[src/rtl/acc_feed.sv]
// -----------------------------------------------------------------------------
// acc_feed
//
// Input staging block that sits directly upstream of the `acc` accumulator.
// It accepts samples over a valid/ready stream and buffers them in a small
// FIFO. It then issues at most one registered sample per clock on the x/en pair.
// Issue can be stalled with `hold`. The block also flags the last sample of each
// fixed-length burst.
//
// Parameters
//   WIDTH  sample width, must match the accumulator x width
//   DEPTH  FIFO entries, power of two, >= 2
//   BURST  samples per burst, 1..65535
//
// Ports
//   clk         rising-edge clock
//   rst_n       asynchronous active-low reset
//   in_data     incoming sample
//   in_valid    in_data is valid
//   in_ready    FIFO can accept a sample (!full, from the occupancy register)
//   hold        suppress issue while high; the FIFO keeps filling
//   x           registered sample to the accumulator
//   en          registered; x carries a new sample this cycle
//   burst_done  registered pulse alongside the en of the BURST-th sample
//   level       current FIFO occupancy
// -----------------------------------------------------------------------------
module acc_feed #(
  parameter int WIDTH = 32,
  parameter int DEPTH = 4,
  parameter int BURST = 16
) (
  input  logic                       clk,
  input  logic                       rst_n,
  input  logic [WIDTH-1:0]           in_data,
  input  logic                       in_valid,
  output logic                       in_ready,
  input  logic                       hold,
  output logic [WIDTH-1:0]           x,
  output logic                       en,
  output logic                       burst_done,
  output logic [$clog2(DEPTH+1)-1:0] level
);

  localparam int PW = $clog2(DEPTH);
  localparam int LW = $clog2(DEPTH + 1);
  localparam logic [15:0] LAST_CNT = 16'(BURST - 1);

  logic [WIDTH-1:0] mem [DEPTH];
  logic [PW-1:0]    wr_ptr;
  logic [PW-1:0]    rd_ptr;
  logic [15:0]      cnt;
  logic             push;
  logic             pop;

  // A full FIFO refuses input even when it pops in the same cycle. This keeps
  // in_ready a function of the occupancy register alone, so there is no
  // combinational path from hold to in_ready.
  assign in_ready = (level != LW'(DEPTH));
  assign push     = in_valid && in_ready;
  assign pop      = !hold && (level != '0);

  // NOTE: the storage array has no reset. Only the pointers and the occupancy
  // count define which entries are live, so clearing the array would add reset
  // fan-out without changing any behaviour.
  always_ff @(posedge clk) begin
    if (push) begin
      mem[wr_ptr] <= in_data;
    end
  end

  // NOTE: every register in this block uses non-blocking assignment. Each
  // read in this block then sees the value from before the edge, so a push
  // and a pop in the same cycle update level consistently.
  always_ff @(posedge clk or negedge rst_n) begin
    if (!rst_n) begin
      wr_ptr     <= '0;
      rd_ptr     <= '0;
      level      <= '0;
      x          <= '0;
      en         <= 1'b0;
      burst_done <= 1'b0;
      cnt        <= '0;
    end else begin
      if (push) begin
        wr_ptr <= wr_ptr + PW'(1);
      end

      case ({push, pop})
        2'b10:   level <= level + LW'(1);
        2'b01:   level <= level - LW'(1);
        default: level <= level;
      endcase

      if (pop) begin
        // There is no bypass path. An entry is issued only after it has been
        // written, so the minimum latency from push to en is one edge.
        x      <= mem[rd_ptr];
        en     <= 1'b1;
        rd_ptr <= rd_ptr + PW'(1);
        if (cnt == LAST_CNT) begin
          cnt        <= '0;
          burst_done <= 1'b1;
        end else begin
          cnt        <= cnt + 16'd1;
          burst_done <= 1'b0;
        end
      end else begin
        // x keeps its last value. Only en tells the accumulator whether x
        // carries a new sample.
        en         <= 1'b0;
        burst_done <= 1'b0;
      end
    end
  end

endmodule

[config.mk]
export PLATFORM = sky130hd
export DESIGN_NAME = acc_feed
export DESIGN_NICKNAME = d
export VERILOG_FILES = /design/src/rtl/acc_feed.sv
export SDC_FILE = /design/constraint.sdc
export NUM_CORES = 1
export LEC_CHECK = 0
export CAP_MARGIN = 40
export CORE_MARGIN = 2
export CORE_UTILIZATION = 50
export DETAILED_ROUTE_END_ITERATION = 7
export GPL_ROUTABILITY_DRIVEN = 0
export MAX_ROUTING_LAYER = met4
export PLACE_DENSITY = 0.72
export SLEW_MARGIN = 20
export SYNTH_ARGS = -nofsm -noshare
export SYNTH_HDL_FRONTEND = slang
export SYNTH_SLANG_ARGS = --single-unit
[constraint.sdc]
create_clock -name clk -period 6.7 [get_ports clk]
set_clock_uncertainty 0.1 [all_clocks]
set_input_delay 1.34 -clock clk [delete_from_list [all_inputs] [get_ports clk]]
set_output_delay 1.34 -clock clk [all_outputs]
set_load 0.005 [all_outputs]
# Yosys cells after proc, flatten, opt, wreduce, memory -nomap -nowiden
# Memories as Yosys holds them, arrays and structs flattened. A register that Yosys moved wholly into a read port is not among the register bits.
# Cells that the tools add are included.
# totals
mem_bits_rw	128
regBits	25
word_cells	29
memories	1
in_bits	36
out_inout_bits	38
# classes
n_eq_ne	4
n_reduce_logical	6
mux	7
add_sub_neg	5
# mem_list
memory	depth	word_bits	read_ports	rd_ports_with_merged_regs	wr	line_no	text
mem	4	32	1	1	1	48	logic [WIDTH-1:0] mem [DEPTH];
# ops
operator	n
$add A16 B1 Y16 const B	1
$eq A16 B4 Y1 const B	1
$mux W16	1
$pmux W3 S2	1
$mux W1	5
$add A2 B1 Y2 const B	2
$add A3 B1 Y3 const B	1
$ne A3 B3 Y1 const B	1
$reduce_bool A3 Y1	1
$sub A3 B1 Y3 const B	1
$eq A2 B1 Y1 const B	1
$eq A2 B2 Y1 const B	1
$logic_and A1 B1 Y1	2
$logic_not A1 Y1	2
$reduce_bool A2 Y1	1

# Longest topological paths before layout
# Gate-level depths: netlist (run 1).
# logic_depth
ltp_word	4
depth_mapped	10
mapped_depth_nobuf	10

# Worst setup path before layout (run 1)
# No wires, ideal clock.
# synth_path
path_kind	input to register
start	input hold
end	register level[2]
n_path_buf	1
required_time_ps	6521
setup_ps	79
path_stages	9
t_arrival_ps	2899
slack_ps	3622
cell_sequence	or2_1 -> inv_2 -> buf_2 -> ha_1 -> inv_1 -> fa_1 -> xor2_1 -> nor2_1 -> xor2_1
# synth_between
elab_chain_len	4
word_cells_on_any_way	6
cone_classes	2 x eq/ne; 1 x mux; 3 x reduce/logical
# synth_rtl
element	line_no	text
from (decl)	37	input logic hold,
$logic_not A1 Y1 (*)	60	assign pop = !hold && (level != '0);
$logic_and A1 B1 Y1 (*)	60	
via pop	53	logic pop;
$eq A2 B1 Y1 or $eq A2 B2 Y1 (tied branches)	88	case ({push, pop})
$pmux W3 S2 or $reduce_bool A2 Y1 (tied branches)	-	
to (signal assigned)	89	2'b10: level <= level + LW'(1);
to (signal assigned)	90	2'b01: level <= level - LW'(1);
to (signal assigned)	91	default: level <= level;
to (decl)	41	output logic [$clog2(DEPTH+1)-1:0] level
# The timed path passes the listed nets; every way through them passes the cells marked *.
# A chain may end at the register's enable or synchronous reset.

# Worst setup path after layout (run 1)
# layout_path
start	input hold
end	register level[2]
# layout_between
elab_chain_len	4
word_cells_on_any_way	6
cone_classes	2 x eq/ne; 1 x mux; 3 x reduce/logical
# layout_rtl
element	line_no
$logic_not A1 Y1 (*)	60
$logic_and A1 B1 Y1 (*)	60
$eq A2 B1 Y1 or $eq A2 B2 Y1 (tied branches)	88
$pmux W3 S2 or $reduce_bool A2 Y1 (tied branches)	-
# Every way passes the cells marked *; elsewhere a longest branch is shown, timed or not.

==> results of run 1 <==
sequential cells by signal, summed over array words and instances (netlist names):
name,flops
en,1
burst_done,1
rd_ptr,2
cnt,16
wr_ptr,2
mem,128
level,3
x,32
cell usage in the layout (no fill, tap or decap), types with 2 or more instances in the layout:
master             n
mux4_2            32
edfxtp_1         128
and3_1             2
buf_12             4
clkdlybuf4s50_1   72
dfrtp_2            2
nand3_1            4
o21ai_0            6
clkbuf_16         17
inv_1              7
buf_16             2
ha_1               6
buf_4              2
clkinv_2           6
nand2_1          105
xor2_1             7
nor3_2             2
nand4_1            2
clkinvlp_4         2
dfrtp_1           55
xnor2_1           12
bufinv_16          3
and4_1             4
and3_2             4
nor4_1             2
nor2_1             4
kinds of logic after synthesis:
group	after synthesis	synth area share
multiplexers	33	0.104
flip-flops	185	0.747
AO/OA/AOI/OAI	7	0.00532
XOR/XNOR	19	0.0236
adder cells (fa/ha/maj)	7	0.0135
buffers and inverters	23	0.0190
AND/OR/NAND/NOR	137	0.0881
cell type report:
cell class	instances	area (sq um)
Tap cell	180	225
Clock buffer	19	443
Timing Repair Buffer	81	876
Clock inverter	13	153
Fill cell	1004	5170
Inverter	8	30.0
Sequential cell	185	5270
Multi-Input combinational cell	203	1660
tightest hold or removal path, stage by stage (launching register included):
cell and delay (ps):
dfrtp_1 340, nand2_1 50, nand2_1 50
final timing paths:
path / startpoint / endpoint / slack, ps / depth (start not counted)
max in group asynchronous: rst_n / rd_ptr[1]$_DFFE_PN0P_ / 4990 / 2
min in group asynchronous: rst_n / cnt[5]$_DFFE_PN0P_ / 960 / 2
min reg2reg: x[0]$_DFFE_PN0P_ / x[0]$_DFFE_PN0P_ / 380 / 2
max: hold / level[2]$_DFFE_PN0P_ / 2860 / 9
max reg2reg: level[2]$_DFFE_PN0P_ / level[2]$_DFFE_PN0P_ / 3730 / 9
min: x[0]$_DFFE_PN0P_ / x[0]$_DFFE_PN0P_ / 380 / 2
cells in the mapped netlist (all sizes together):
| library cell | instances |
|---|---|
| mux4 | 32 |
| dfrtp | 57 |
| clkbuf | 1 |
| o21ai | 6 |
| nand3 | 4 |
| inv | 8 |
| nor2 | 4 |
| edfxtp | 128 |
| nand4 | 3 |
| buf | 14 |
| ha | 6 |
| and2 | 1 |
| xor2 | 7 |
| nor3 | 4 |
| nand2 | 105 |
| mux2 | 1 |
| and4 | 4 |
| xnor2 | 12 |
| fa | 1 |
| nor3b | 1 |
| and3 | 6 |
| o31ai | 1 |
| nor4 | 3 |
| nand4b | 1 |
| or2 | 1 |
metal layers:
metal / global-route usage / wire length (um) / vias up
li1: - / - / 1682
met1: 0.242 / 5270 / 1858
met2: 0.297 / 6480 / 119
met3: 0.0595 / 874 / 20
met4: 0.0740 / 215 / 0
met5: - / 0 / -
power groups by stage:
| stage | Combinational (W) | Sequential [W] | Clock [W] |
|---|---|---|---|
| after floorplan | 0.000633 | 0.00167 | 0 |
| after global placement | 0.000920 | 0.00176 | 0 |
| after detailed placement | 0.000982 | 0.00177 | 0 |
| after CTS | 0.000992 | 0.00175 | 0.00102 |
| after global routing | 0.00113 | 0.00175 | 0.00107 |
| final | 0.00102 | 0.00172 | 0.000999 |
stage by stage:
stage          hold slack (ps)  area [sq um]
2_1_floorplan              347          7060
3_3_place_gp               357          7930
3_5_place_dp               366          8010
4_1_cts                    382          8600
5_1_grt                    398          8660
6_report                   378          8660
==> impl_results.md, run 1 <==
* F_max at ~260 MHz
* Internal Power at roughly 0.0027 W
* Worst path bufs/invs at 3
* Die H at 123 um
* All-Layer GR Usage at 0.193
* Slowest CP cell: inv_2
* Layout Utilization at 0.626
* Crit. End Element: register
* Row cnt at 43
* Core footprint at roughly 0.014 sq mm
* RSZ-0062 raised after global routing: no
* Sw Ratio at 0.280
* Kind of critical path: in -> reg
* Cell Pwr Density at 432 mW/mm^2
* Syn_nets at 454
* Wire per inst at 18.6 um
* CTS root buf: clkbuf_16
* DRT Pass-1 Iters at 4
* DR vias/cell at ~5.3
* Antenna violations before repair at 0
* Num CTS Buffers at 17
* GRT overflow at 0
* Cell variety after synth at 32
* First-pass GRT wire length at 20.1 mm
* H-tree levels at 4
* Place WS at between 2000 and 2500 ps
* # Post-CTS Setup Buffers at 0
* Setup Viol. Count Final at 0
* Yosys Warn Count at 0
* Mapped Avg Cell Area at 17.2 sq um
* Drt drc at 0
* Ant. Diodes at 0
* Peak ir drop on the vdd network at 0.253 mV
* Synth area leader: edfxtp_1
* Req. time, crit path at 6950 ps
* Max transition margin at 0.501
* Die Span X at 123 um
* Setup ws final at approximately 2900 ps
* Critical path launch point type: input pin
* Largest net degree at the start of global routing at a little under 60
* IO Port Bufs at 73
* CP top delay family: buffers and inverters
* Leak Pwr at 3.29 nW
* DR iter-0 viols at 309
* I/O pins at 74
* P&R area growth vs syn at 22.7%
* Clock-pin transition on the worst setup and hold timing paths at 60 ps
* Max Transition Viols Final at 0
* Worst path cell trace: clkdlybuf4s50_1 > or2_2 > inv_2 > ha_1 > inv_1 > fa_1 > xor2_1 > nor2_1 > xor2_1
* Sw Pwr at 0.00105 W
* Critical Path Max Stage Delay at 590 ps
* Post-Synthesis Cells at about 410
* Final nets at between 500 and 600
* Worst slew pin tran at 749 ps
* Final hold violation count at 0
* Final WL at 12.8 mm
* Cell Count, Final, Fillers Out at 689
* Cell area after synthesis at 0.00706 sq mm
* Setup TNS at 0 ps
* Vias in the first global route at 3840
* Post-DRT Antenna Nets at 0
* Hold-fix buffers, CTS at 0
* Logic pwr share at 0.273
* Initial Utilization at 0.510
* Post-CTS Resized at 0
* Post-route minimum period at 3840 ps
* Post-DP HPWL at 7.48 mm
* Synth area leaders: edfxtp_1, dfrtp_1, mux4_2
* Most common cell on crit path: xor2_1
* Part of the power in registers at 0.460
* Synthesis-stage register bit count at 185
* CP Max Fanout at 37
* CP Data Arrival Time at 4090 ps
* Sequential area share after synthesis at 0.747
* TritonCTS clock tree: yes
* Worst Hold Class: reg -> reg
* Tcrit/Tclk final at 0.573
* # Max-Cap Violations at 0
* Worst-Skew Late Latency at 430 ps
* Via Count at 3679
* Yosys top cell area share at 0.545
* Total chip power at 0.00374 W
* Outcome: finished, final reports clean
* Power share of the clock group at 0.267
* Clock sink count at 185
* Max Root-Sink Buffers at 2
* Die ar. at around 0.015 sq mm
* Share of cells above drive strength 1 at 0.169
* Count of placed standard cells including taps at 655
No activity file was read; power rests on OpenSTA's default activity.
==> run 2: changes to the inputs <==
==> constraint.sdc (replaced) <==
create_clock -name clk -period 3.55 [get_ports clk]
set_clock_uncertainty 0.1 [all_clocks]
set_input_delay 0.71 -clock clk [delete_from_list [all_inputs] [get_ports clk]]
set_output_delay 0.71 -clock clk [all_outputs]
set_load 0.005 [all_outputs]
==> impl_results.md, run 2 (same netlist as run 1, synthesis figures left out) <==
* # Post-CTS Setup Buffers at 0
* First-pass GRT wire length at approximately 20 mm
* Critical Path Max Stage Delay at 550 ps
* Crit. End Element: output pin
* TritonCTS clock tree: yes
* Die Span X at 123 um
* Most frequent cells in the layout: edfxtp_1, nand2_1, clkdlybuf4s50_1, dfrtp_1, mux4_2
* Largest net degree at the start of global routing at 39
* Footprint of the multi-input gates at 0.00166 sq mm
* Worst slew pin tran at 491 ps
* Critical path launch point type: register
* Setup TNS at 0 ps
* Register area at 0.00527 sq mm
* Largest regs: mem (128), x (32), cnt (16)
* Setup Viol. Count Final at 0
* Antenna violations before repair at 0
* DRT Pass-1 Iters at 4
* Design area at 0.00869 sq mm
* Clock-pin transition on the worst setup and hold timing paths at 70 ps
* Worst-Skew Late Latency at 420 ps
* Wire per inst at 18.1 um
* Most common cell after layout, fill and taps aside: edfxtp_1
* Critical path origin: level[0]$_DFFE_PN0P_
* P&R area growth vs syn at 23.1%
* Post-place instance area at between 0.008 and 0.009 sq mm
* Tcrit/Tclk final at 0.712
* Peak ir drop on the vdd network at between 0.4 and 0.5 mV
* CP Data Arrival Time at 1720 ps
* # Max-Cap Violations at 0
* Outcome: finished, final reports clean
* Worst reg2reg path endpoint: level[2]$_DFFE_PN0P_
* Worst path bufs/invs at 2
* GRT overflow at 0
* Row cnt at 43
* Worst Hold Class: in -> async
* IO Port Bufs at 73
* Crit path capture: in_ready
* Share of cells above drive strength 1 at 0.173
* Max transition margin at 0.670
* Ant. Diodes at 0
* I/O pins at 74
* All-Layer GR Usage at 0.189
* Core footprint at 0.0138 sq mm
* Post-CTS Resized at 0
* Final WL at 12.5 mm
* Req. time, crit path at roughly 2700 ps
* F_max at 396 MHz
* CP top delay family: buffers and inverters
* Clock sink count at 185
* Final hold violation count at 0
* Post-DP HPWL at 7.90 mm
* Post-DRT Antenna Nets at 0
* Vias in the first global route at between 3000 and 4000
* Cell Pwr Density at a little over 800 mW/mm^2
* Reg2Reg Setup Slack at 1230 ps
* FF-to-FF path depth at 10
* Critical path depth at 3
* CTS root buf: clkbuf_16
* Worst path cell trace: inv_1 > nand3_1 > clkdlybuf4s50_1
* Filler cell count at 974
* Kind of critical path: reg -> out
* DR vias/cell at 5.24
* Drt drc at 0
* DR iter-0 viols at approximately 350
* Via Count at 3633
* Post-route minimum period at around 2500 ps
* Leak Pwr at 3.31 nW
* Biggest register: mem
* Final nets at 543
* Die H at 123 um
* H-tree levels at 4
* Die ar. at roughly 0.015 sq mm
* Max Transition Viols Final at 0
* CP Max Fanout at 6
* Hold-fix buffers, CTS at 0
* Initial Utilization at 0.510
* Num CTS Buffers at 17
* Slowest CP cell: clkdlybuf4s50_1
* Max reg flops at roughly 130
* R2R Path Start: level[0]$_DFFE_PN0P_
* RSZ-0062 raised after global routing: no
* Max Root-Sink Buffers at 2
run 2: changes by cell type in the layout (fill, tap and decap cells not counted):
cell / delta
buf_12: -3
clkinv_4: -1
clkinv_2: -5
clkbuf_8: +1
inv_6: +5
bufinv_16: -1
buf_4: +5
buf_16: +2
clkbuf_1: +1
run 2: layout make-up:
| class | count | area share |
|---|---|---|
| repair buffers | 85 | 0.105 |
| inverters | 8 | 0.00346 |
| flip-flops and latches | 185 | 0.607 |
| clock inverters | 11 | 0.0153 |
| clock buffers | 21 | 0.0530 |
| well taps | 180 | 0.0259 |
| multi-input cells | 203 | 0.191 |
run 2: worst min-delay path by stage:
stage | depth (start not counted) | slack [ps] | start | to
finish | 1 | 120 | rst_n | cnt[4]$_DFFE_PN0P_
floorplan | 0 | 310 | rst_n | burst_done$_DFF_PN0_
global placement | 2 | 360 | x[0]$_DFFE_PN0P_ | x[0]$_DFFE_PN0P_
CTS | 1 | 120 | rst_n | cnt[4]$_DFFE_PN0P_
global route | 1 | 130 | rst_n | cnt[4]$_DFFE_PN0P_
detailed placement | 2 | 360 | x[20]$_DFFE_PN0P_ | x[20]$_DFFE_PN0P_
run 2: worst register-to-register path: stages, from the launching register on:
cell     delay [ps]
dfrtp_1         440
inv_1           120
nand3_1         210
and2_1          270
inv_1            70
ha_1            170
inv_1            60
fa_1            370
xor2_1          170
nor2_1          110
xor2_1          150
run 2: layer usage:
layer  up-vias  global-route usage  share of wire
met1      1851               0.242           0.43
met2        87               0.296           0.51
met4         0              0.0682          0.013
met5         -                   -              0
met3        10              0.0469          0.048
li1       1685                   -              -
run 2: where the power goes:
part	internal [W]	switching, W
Combinational	0.00107	0.000876
Clock	0.00109	0.000793
Sequential	0.00290	0.000301
run 2: per-stage QoR:
stage	hold slack, ps	util	total power, W	cells	setup slack [ps]
6_report	122	0.628	0.00703	693	1020
5_1_grt	130	0.628	0.00743	693	934
4_1_cts	118	0.626	0.00710	692	1010
3_5_place_dp	362	0.583	0.00520	660	758
3_3_place_gp	360	0.576	0.00507	656	802
2_1_floorplan	314	-	0.00435	411	1100
==> run 3: changes to the inputs <==
==> constraint.sdc (replaced) <==
create_clock -name clk -period 2.5 [get_ports clk]
set_clock_uncertainty 0.1 [all_clocks]
set_input_delay 0.5 -clock clk [delete_from_list [all_inputs] [get_ports clk]]
set_output_delay 0.5 -clock clk [all_outputs]
set_load 0.005 [all_outputs]
==> impl_results.md, run 3 (same netlist as run 1, synthesis figures left out) <==
* FF-to-FF path depth at 10
* Biggest register: mem
* Largest regs: mem (128), x (32), cnt (16)
* Worst path cell trace: inv_1 > nand3_1 > clkdlybuf4s50_1
* Die Span X at 123 um
* Failing checks: negative hold slack
* Worst reg2reg path endpoint: level[2]$_DFFE_PN0P_
* Critical Path Max Stage Delay at 530 ps
* All-Layer GR Usage at 0.189
* DR iter-0 viols at ~210
* Place WS at -1.91 ps
* Reg2Reg Setup Slack at 230 ps
* Worst slew pin tran at around 630 ps
* CP Data Arrival Time at 1700 ps
* Final hold slack at -8.34 ps
* Worst-Skew Late Latency at 420 ps
* TritonCTS clock tree: yes
* Most common cell after layout, fill and taps aside: edfxtp_1
* Setup Viol. Count Final at 0
* Worst Hold Class: in -> async
* Most frequent cells in the layout: edfxtp_1, nand2_1, clkdlybuf4s50_1, dfrtp_1, mux4_2
* Max reg flops at between 100 and 150
* Largest net degree at the start of global routing at 39
* Req. time, crit path at between 1500 and 2000 ps
* F_max at 434 MHz
* Final WL at 12.7 mm
* Slowest CP cell: clkdlybuf4s50_1
* Row cnt at 43
* Wire per inst at 18.3 um
* Clock sink count at approximately 190
* Outcome: complete, but fails checks
* P&R area growth vs syn at 22.6%
* GRT overflow at 0
* Clock-pin transition on the worst setup and hold timing paths at 70 ps
* Max transition margin at 0.578
* DR vias/cell at around 5.3
* Initial Utilization at 0.510
* RSZ-0062 raised after global routing: no
* IO Port Bufs at 73
* CP top delay family: buffers and inverters
* CTS root buf: clkbuf_16
* Post-DRT Antenna Nets at 0
* Peak ir drop on the vdd network at 0.644 mV
* Leak Pwr at 3.28 nW
* Post-DP HPWL at 7.64 mm
* First-pass GRT wire length at 20.1 mm
* Worst path bufs/invs at 2
* Kind of critical path: reg -> out
* Critical path launch point type: register
* Final nets at 543
* H-tree levels at 4
* Setup ws final at 198 ps
* Setup TNS at 0 ps
* Max Transition Viols Final at 0
* Antenna violations before repair at 0
* # Max-Cap Violations at 0
* Ant. Diodes at 0
* Tcrit/Tclk final at 0.921
* Core footprint at between 0.01 and 0.015 sq mm
* Post-route minimum period at between 2000 and 2500 ps
* Hold-fix buffers, CTS at 0
* Vias in the first global route at 3892
* Share of cells above drive strength 1 at 0.170
* Cell Pwr Density at 1140 mW/mm^2
* Drt drc at 0
* Num CTS Buffers at 17
* Via Count at ~3700
* Die ar. at 0.0151 sq mm
* Final hold violation count at 10
* CP Max Fanout at 6
* Die H at about 120 um
* Crit. End Element: output pin
* Post-CTS Resized at 0
* R2R Path Start: level[0]$_DFFE_PN0P_
* Max Root-Sink Buffers at 2
* DRT Pass-1 Iters at 6
* # Post-CTS Setup Buffers at 0
* I/O pins at 74
run 3: area by class of cell:
class / count / area (sq um)
clock buffer: 19 / 433
clock inverter: 13 / 130
fill: 1014 / 5170
inverter: 8 / 30.0
multi-input combinational: 203 / 1660
sequential: 185 / 5270
tap: 180 / 225
timing repair buffer: 85 / 903
run 3: metrics by stage:
step	std cells	area (sq um)	util	total power (W)
after floorplan	411	7060	-	0.00617
after global placement	660	8070	0.584	0.00733
after detailed placement	661	8090	0.585	0.00747
after CTS	693	8650	0.626	0.0100
after global routing	693	8650	0.626	0.0104
final	693	8650	0.626	0.00989
run 3: report_power, final:
group	switching, W	internal [W]
Sequential	0.000406	0.00412
Combinational	0.00129	0.00152
Clock	0.00109	0.00146
run 3: worst max-delay path by stage:
stage,endpoint,cells after the start,from
floorplan,level[2]$_DFFE_PN0P_,9,hold
global placement,level[2]$_DFFE_PN0P_,9,hold
detailed placement,level[2]$_DFFE_PN0P_,9,hold
CTS,in_ready,3,level[0]$_DFFE_PN0P_
global route,level[2]$_DFFE_PN0P_,10,level[0]$_DFFE_PN0P_
finish,in_ready,3,level[0]$_DFFE_PN0P_
run 3: routing by layer:
| metal | up-vias | routed length, um | GRT usage | part of all wire |
|---|---|---|---|---|
| met4 | 0 | 132 | 0.0632 | 0.010 |
| met2 | 86 | 6540 | 0.306 | 0.52 |
| met5 | - | 0 | - | 0 |
| li1 | 1689 | - | - | - |
| met3 | 8 | 519 | 0.0516 | 0.041 |
| met1 | 1924 | 5460 | 0.232 | 0.43 |
run 3: worst reg2reg max path, stage by stage, from the launching register on:
cell	delay, ps
dfrtp_1	440
inv_1	130
nand3_1	190
and2_1	260
inv_1	70
ha_1	150
inv_1	60
fa_1	370
xor2_1	170
nor2_1	110
xor2_1	160
